==> src/rtl/gray_step_tracker_pkg.sv <==
// Shared types, default widths and a Gray-to-binary helper for the Gray step tracker.
package gray_pkg;

  localparam int unsigned GRAY_W     = 4;
  localparam int unsigned GRAY_PW    = 16;
  localparam int unsigned GRAY_EW    = 8;
  localparam int unsigned GRAY_MAX_W = 32;

  typedef enum logic [1:0] {
    INIT  = 2'd0,
    TRACK = 2'd1,
    FAULT = 2'd2
  } state_e;

  // Zero-extend narrower codes into GRAY_MAX_W; the leading zeros decode to zero.
  function automatic logic [GRAY_MAX_W-1:0] gray2bin(input logic [GRAY_MAX_W-1:0] g);
    logic [GRAY_MAX_W-1:0] b;
    b[GRAY_MAX_W-1] = g[GRAY_MAX_W-1];
    for (int i = int'(GRAY_MAX_W) - 2; i >= 0; i--) begin
      b[i] = b[i+1] ^ g[i];
    end
    return b;
  endfunction

endpackage

==> src/rtl/gray_step_tracker_if.sv <==
// Sample-in / tracked-position-out bundle between a Gray source and the tracker.
interface gray_step_tracker_if
  import gray_pkg::*;
#(
  parameter int unsigned W  = GRAY_W,
  parameter int unsigned PW = GRAY_PW,
  parameter int unsigned EW = GRAY_EW
);

  logic          g_valid;
  logic [W-1:0]  g_in;
  logic          clr_err;
  logic          b_valid;
  logic [W-1:0]  b_out;
  logic          dir_up;
  logic          step_err;
  logic [PW-1:0] pos;
  logic [EW-1:0] err_cnt;

  modport master (
    output g_valid, g_in, clr_err,
    input  b_valid, b_out, dir_up, step_err, pos, err_cnt
  );

  modport slave (
    input  g_valid, g_in, clr_err,
    output b_valid, b_out, dir_up, step_err, pos, err_cnt
  );

endinterface

==> src/rtl/gray_step_tracker_gray_to_bin.sv <==
// Combinational W-bit Gray-to-binary decoder (prefix XOR from the MSB down).
module gray_to_bin #(
  parameter int unsigned W = 4
) (
  input  logic [W-1:0] i_gray,
  output logic [W-1:0] o_bin_c
);

  always_comb begin
    o_bin_c        = '0;
    o_bin_c[W-1]   = i_gray[W-1];
    for (int i = int'(W) - 2; i >= 0; i--) begin
      o_bin_c[i] = o_bin_c[i+1] ^ i_gray[i];
    end
  end

endmodule

==> src/rtl/gray_step_tracker.sv <==
// Decodes a Gray sample stream, checks single-step moves and tracks a signed position.
module gray_step_tracker
  import gray_pkg::*;
#(
  parameter int unsigned W  = GRAY_W,
  parameter int unsigned PW = GRAY_PW,
  parameter int unsigned EW = GRAY_EW
) (
  input  logic              clk,
  input  logic              rst,
  gray_step_tracker_if.slave bus
);

  localparam logic [W-1:0] DELTA_UP   = W'(1);
  localparam logic [W-1:0] DELTA_DOWN = {W{1'b1}};

  state_e        r_state;
  state_e        w_state_nxt;

  logic          r_v1;
  logic [W-1:0]  r_g_q;
  logic [W-1:0]  r_b_prev;
  logic          r_b_valid;
  logic [W-1:0]  r_b_out;
  logic          r_dir_up;
  logic          r_step_err;
  logic [PW-1:0] r_pos;
  logic [EW-1:0] r_err_cnt;

  logic [W-1:0]  w_bn;
  logic [W-1:0]  w_delta;
  logic [W-1:0]  w_b_prev_nxt;
  logic          w_b_valid_nxt;
  logic [W-1:0]  w_b_out_nxt;
  logic          w_dir_up_nxt;
  logic          w_step_err_nxt;
  logic [PW-1:0] w_pos_nxt;
  logic [EW-1:0] w_err_cnt_nxt;

  gray_to_bin #(.W(W)) u_dec (
    .i_gray  (r_g_q),
    .o_bin_c (w_bn)
  );

  assign w_delta = w_bn - r_b_prev;

  // Stage 1: capture the incoming sample.
  always_ff @(posedge clk) begin
    if (rst) begin
      r_v1  <= 1'b0;
      r_g_q <= '0;
    end else begin
      r_v1 <= bus.g_valid;
      if (bus.g_valid) begin
        r_g_q <= bus.g_in;
      end
    end
  end

  // Stage 2 / tracker: state and every output register.
  always_ff @(posedge clk) begin
    if (rst) begin
      r_state    <= INIT;
      r_b_prev   <= '0;
      r_b_valid  <= 1'b0;
      r_b_out    <= '0;
      r_dir_up   <= 1'b0;
      r_step_err <= 1'b0;
      r_pos      <= '0;
      r_err_cnt  <= '0;
    end else begin
      r_state    <= w_state_nxt;
      r_b_prev   <= w_b_prev_nxt;
      r_b_valid  <= w_b_valid_nxt;
      r_b_out    <= w_b_out_nxt;
      r_dir_up   <= w_dir_up_nxt;
      r_step_err <= w_step_err_nxt;
      r_pos      <= w_pos_nxt;
      r_err_cnt  <= w_err_cnt_nxt;
    end
  end

  always_comb begin
    w_state_nxt    = r_state;
    w_b_prev_nxt   = r_b_prev;
    w_b_valid_nxt  = 1'b0;
    w_b_out_nxt    = r_b_out;
    w_dir_up_nxt   = r_dir_up;
    w_step_err_nxt = r_step_err;
    w_pos_nxt      = r_pos;
    w_err_cnt_nxt  = r_err_cnt;

    // Every sample is decoded and becomes the reference, whatever the state.
    if (r_v1) begin
      w_b_valid_nxt = 1'b1;
      w_b_out_nxt   = w_bn;
      w_b_prev_nxt  = w_bn;
    end

    // A clear overrides classification of a coincident sample.
    if (bus.clr_err) begin
      w_state_nxt    = INIT;
      w_step_err_nxt = 1'b0;
      w_err_cnt_nxt  = '0;
    end else if (r_v1) begin
      unique case (r_state)
        INIT: begin
          w_state_nxt = TRACK;
        end
        TRACK: begin
          if (w_delta == DELTA_UP) begin
            w_pos_nxt    = r_pos + PW'(1);
            w_dir_up_nxt = 1'b1;
          end else if (w_delta == DELTA_DOWN) begin
            w_pos_nxt    = r_pos - PW'(1);
            w_dir_up_nxt = 1'b0;
          end else if (w_delta != '0) begin
            w_step_err_nxt = 1'b1;
            w_err_cnt_nxt  = (r_err_cnt == {EW{1'b1}}) ? r_err_cnt : r_err_cnt + EW'(1);
            w_state_nxt    = FAULT;
          end
        end
        FAULT: begin
          w_state_nxt = FAULT;
        end
        default: begin
          w_state_nxt = INIT;
        end
      endcase
    end
  end

  assign bus.b_valid  = r_b_valid;
  assign bus.b_out    = r_b_out;
  assign bus.dir_up   = r_dir_up;
  assign bus.step_err = r_step_err;
  assign bus.pos      = r_pos;
  assign bus.err_cnt  = r_err_cnt;

endmodule

==> src/flat_wrapper.sv <==
// flat-port wrapper written by rule: the top's interface ports become plain ports
module gray_step_tracker_flat import gray_pkg::*;
#(
  parameter int unsigned W  = GRAY_W,
  parameter int unsigned PW = GRAY_PW,
  parameter int unsigned EW = GRAY_EW
)
  (clk, rst, bus_g_valid, bus_g_in, bus_clr_err, bus_b_valid, bus_b_out, bus_dir_up, bus_step_err, bus_pos, bus_err_cnt);
  gray_step_tracker_if #(.W(W), .PW(PW), .EW(EW)) bus_i ();
  input  logic clk;
  input  logic rst;
  input wire logic [$bits(bus_i.g_valid)-1:0] bus_g_valid;
  input wire logic [$bits(bus_i.g_in)-1:0] bus_g_in;
  input wire logic [$bits(bus_i.clr_err)-1:0] bus_clr_err;
  output wire logic [$bits(bus_i.b_valid)-1:0] bus_b_valid;
  output wire logic [$bits(bus_i.b_out)-1:0] bus_b_out;
  output wire logic [$bits(bus_i.dir_up)-1:0] bus_dir_up;
  output wire logic [$bits(bus_i.step_err)-1:0] bus_step_err;
  output wire logic [$bits(bus_i.pos)-1:0] bus_pos;
  output wire logic [$bits(bus_i.err_cnt)-1:0] bus_err_cnt;
  assign bus_i.g_valid = bus_g_valid;
  assign bus_i.g_in = bus_g_in;
  assign bus_i.clr_err = bus_clr_err;
  assign bus_b_valid = bus_i.b_valid;
  assign bus_b_out = bus_i.b_out;
  assign bus_dir_up = bus_i.dir_up;
  assign bus_step_err = bus_i.step_err;
  assign bus_pos = bus_i.pos;
  assign bus_err_cnt = bus_i.err_cnt;
  gray_step_tracker #(.W(W), .PW(PW), .EW(EW)) u_core (.clk(clk), .rst(rst), .bus(bus_i));
endmodule
==> config.mk <==
export PLATFORM = sky130hd
export DESIGN_NAME = gray_step_tracker_flat
export DESIGN_NICKNAME = d
export VERILOG_FILES = /design/src/rtl/gray_step_tracker_pkg.sv /design/src/rtl/gray_step_tracker_if.sv /design/src/rtl/gray_step_tracker_gray_to_bin.sv /design/src/rtl/gray_step_tracker.sv /design/src/flat_wrapper.sv
export SDC_FILE = /design/constraint.sdc
export NUM_CORES = 1
export LEC_CHECK = 0
export ABC_CLOCK_PERIOD_IN_PS = 7000
export BUFFER_PORTS_ARGS = -buffer_cell sky130_fd_sc_hd__buf_2
export CORE_MARGIN = 2
export CORE_UTILIZATION = 31
export DETAILED_ROUTE_END_ITERATION = 7
export GPL_ROUTABILITY_DRIVEN = 1
export SYNTH_ARGS = -nofsm -noshare
export SYNTH_HDL_FRONTEND = slang
export SYNTH_HIERARCHICAL = 1
export SYNTH_SLANG_ARGS = --single-unit
==> constraint.sdc <==
create_clock -name clk -period 7 [get_ports clk]
set_input_delay 0.35 -clock clk [delete_from_list [all_inputs] [get_ports clk]]
set_output_delay 0.35 -clock clk [all_outputs]
set_load 0.05 [all_outputs]
==> flow_summary.toml <==
[drt]
vias_per_cell = 5.088
wire_per_inst_um = 13.02
wl_met3_um = 163
wl_met2_um = 2802
highest_layer = "met4"
wirelength_um = 5754
ant_nets = 0
drcViolationCount = 0
vias = 2249
dr.pass1.iters = 4
drt_iter0_markers = 65
wl_met1_um = 2762

[final_layout]
diodes = 0
fin_nets = 369
layout_common_cells = "buf_2 (38), dfxtp_1 (38), nand2_1 (35)"
drive_gt1_share_pct = 15.29
area_growth_pct = 16.19
final_area_um2 = 2919

[status]
status = "finished, final reports clean"

[critical_path]
crit_path_end_kind = "flip-flop"
required_ns = 7.24
critPathKind = "reg2reg"
critPathMaxFanout = 15
arrival_ns = 4.98
critPathLaunchType = "flip-flop"

[sta]
finClkSkew_ns = 0.005989
rsz0062_at_grt = "false"
clock.fmax_mhz = 210.8
timing.final.hold_violations = 0
period_needed_ns = 4.744
setup_violations = 0
drv_slew = 0
fin_crit_sh_pct = 67.77
slew_headroom_pct = 55.01
fin_tns_setup_ns = 0
setup_slack_ns = 2.256
worst_pin_slew_ns = 0.6729

[pwr]
power.density_nw_per_um2 = 210.6
total_power_mw = 0.6146
p_leak_nw = 1.258
peakVddDrop_mv = 0.08940

[run]
cap_violations = 0

[synthesis]
synth_seq_area_share_pct = 30.28
synth-edff-count = 0
synth-seq-cells = 38
syn-cell-area_um2 = 2512
synth_ff_type = "dfxtp_1"
syn_inst = 306
yosysWarningCount = 6
syn_avg_cell_area_um2 = 8.210
synthArstFlopShare_pct = 0
yosys.cell_types.count = 50
syn-num-nets = 336

[clock_network]
clockBufferDepth = 2
cts_made_buffers = 5
cts.sinks = 38
cts_setup_buffers = 0
ctsResizeCount = 0
insertion_delay_ns = 0.29
cts.htree.levels = 2
cts_hold_buf = 0
clk_pin_slew_ns = 0.08
cts_tree = "built"
cts_root_buf = "clkbuf_8"

[global_routing]
overflow = 0
grt_pass1_vias = 2183
grt_usage_pct = 13.58
antenna_found_initial = 0
grt_max_degree = 34
grt_pass1_wl_um = 9666

[die]
start_util_pct = 32.18
die_w_um = 94.03
io_pins = 39
die-area_um2 = 8841
coreArea_um2 = 7807
rows = 32
dieHeight_um = 94.03

[placement]
dpl.hpwl_um = 4308
gp_congestion = 0.8120
postPlaceCellArea_um2 = 2776
pre_cts_ws_ns = 2.279
place.port_buffers = 38

[hold_path]
holdCritPathClass = "in2reg"
==> sequential cells by signal (all words and copies together), names as in the netlist <==
name,flops
u_core/bus.b_out,4
u_core/bus.b_valid,1
u_core/bus.dir_up,1
u_core/bus.err_cnt,8
u_core/bus.pos,16
u_core/bus.step_err,1
u_core/r_g_q,4
u_core/r_state,2
u_core/r_v1,1
==> where the power goes <==
group          internal (mW)  total, mW  switching [mW]  leakage, nW
Clock                  0.152      0.234          0.0818       0.0714
Sequential             0.220      0.224         0.00411        0.308
Combinational         0.0600      0.157          0.0968        0.879
Total                  0.432      0.615           0.183         1.26
==> synthesized netlist by cell type, types with 2 or more instances <==
| library cell | count | area [um^2] |
|---|---|---|
| nand3_1 | 15 | 75.07 |
| o21a_1 | 5 | 37.54 |
| mux2i_1 | 9 | 90.09 |
| xnor2_1 | 10 | 87.58 |
| o21ai_1 | 3 | 15.01 |
| xor2_1 | 7 | 61.31 |
| a31oi_1 | 2 | 12.51 |
| ha_1 | 20 | 250.2 |
| inv_1 | 14 | 52.55 |
| o2111ai_1 | 4 | 35.03 |
| nor2b_1 | 4 | 25.02 |
| a21o_1 | 4 | 30.03 |
| dfxtp_1 | 38 | 760.7 |
| or3_1 | 7 | 43.79 |
| nand4_1 | 4 | 25.02 |
| nand2b_1 | 2 | 12.51 |
| or2_2 | 2 | 12.51 |
| nor4_1 | 2 | 12.51 |
| o21bai_1 | 3 | 22.52 |
| nor2_1 | 21 | 78.83 |
| fa_1 | 2 | 40.04 |
| a211oi_1 | 2 | 15.01 |
| buf_1 | 2 | 7.510 |
| and3_1 | 4 | 25.02 |
| a21oi_1 | 30 | 150.1 |
| a211o_1 | 2 | 17.52 |
| buf_2 | 4 | 20.02 |
| o31ai_1 | 6 | 45.04 |
| or4_1 | 4 | 30.03 |
| o21ai_0 | 10 | 50.05 |
| clkbuf_1 | 5 | 18.77 |
| nand3b_1 | 3 | 22.52 |
| o211ai_1 | 2 | 15.01 |
| and2_1 | 4 | 25.02 |
| nand2_1 | 35 | 131.4 |
==> per-stage QoR <==
step	hold WS, ns	cells	util, %
global placement	0.4589	434	35.56
detailed placement	0.4698	434	35.56
global route	0.3197	442	37.39
finish	0.2951	442	37.39
floorplan	0.4669	306	-
CTS	0.2868	442	37.39
==> path summary, 6_finish.rpt <==
kind	from	end	slack, ns	cells past startpoint
max reg2reg	u_core/r_g_q[3]	u_core/bus.pos[15]	2.26	16
max	u_core/r_g_q[3]	u_core/bus.pos[15]	2.26	16
min	bus_g_in[0]	u_core/r_g_q[0]	0.30	3
min reg2reg	u_core/bus.pos[9]	u_core/bus.pos[9]	0.47	2
==> layout make-up <==
cell class              count  area, um^2
multi-input cells         242        1645
inverters                  14       52.55
clock inverters             2       60.06
repair buffers             38       190.2
flip-flops and latches     38       760.7
well taps                 102       127.6
fillers                   813        4888
clock buffers               6       82.58
==> kinds of logic (layout without fill, tap and decap cells) <==
family / after synthesis / after routing / share of synthesized area, %
flip-flops: 38 / 38 / 30.28
adder cells (fa/ha/maj): 22 / 22 / 11.55
AO/OA/AOI/OAI: 82 / 82 / 21.76
XOR/XNOR: 18 / 18 / 6.574
multiplexers: 9 / 9 / 3.586
AND/OR/NAND/NOR: 111 / 111 / 22.01
buffers and inverters: 26 / 60 / 4.233
==> layer usage <==
layer,GRT usage [%],up-vias
met2,24.17,26
met3,4.013,2
met5,0,-
met1,16.04,1050
li1,-,1171
met4,3.019,0
==> critical path: stages (launching register included) <==
cell       delay [ns]
dfxtp_1          0.45
xor2_2           0.26
xnor2_1          0.13
inv_1            0.07
ha_1             0.16
inv_1            0.07
fa_1             0.42
xor2_1           0.19
nor2_1           0.25
nand3b_1         0.55
ha_1             0.65
nand3_1          0.13
a211oi_1         0.40
o2111ai_1        0.24
a211o_1          0.35
a211o_1          0.29
nand3_1          0.07
Note: power is estimated with default switching activity, not from simulation.
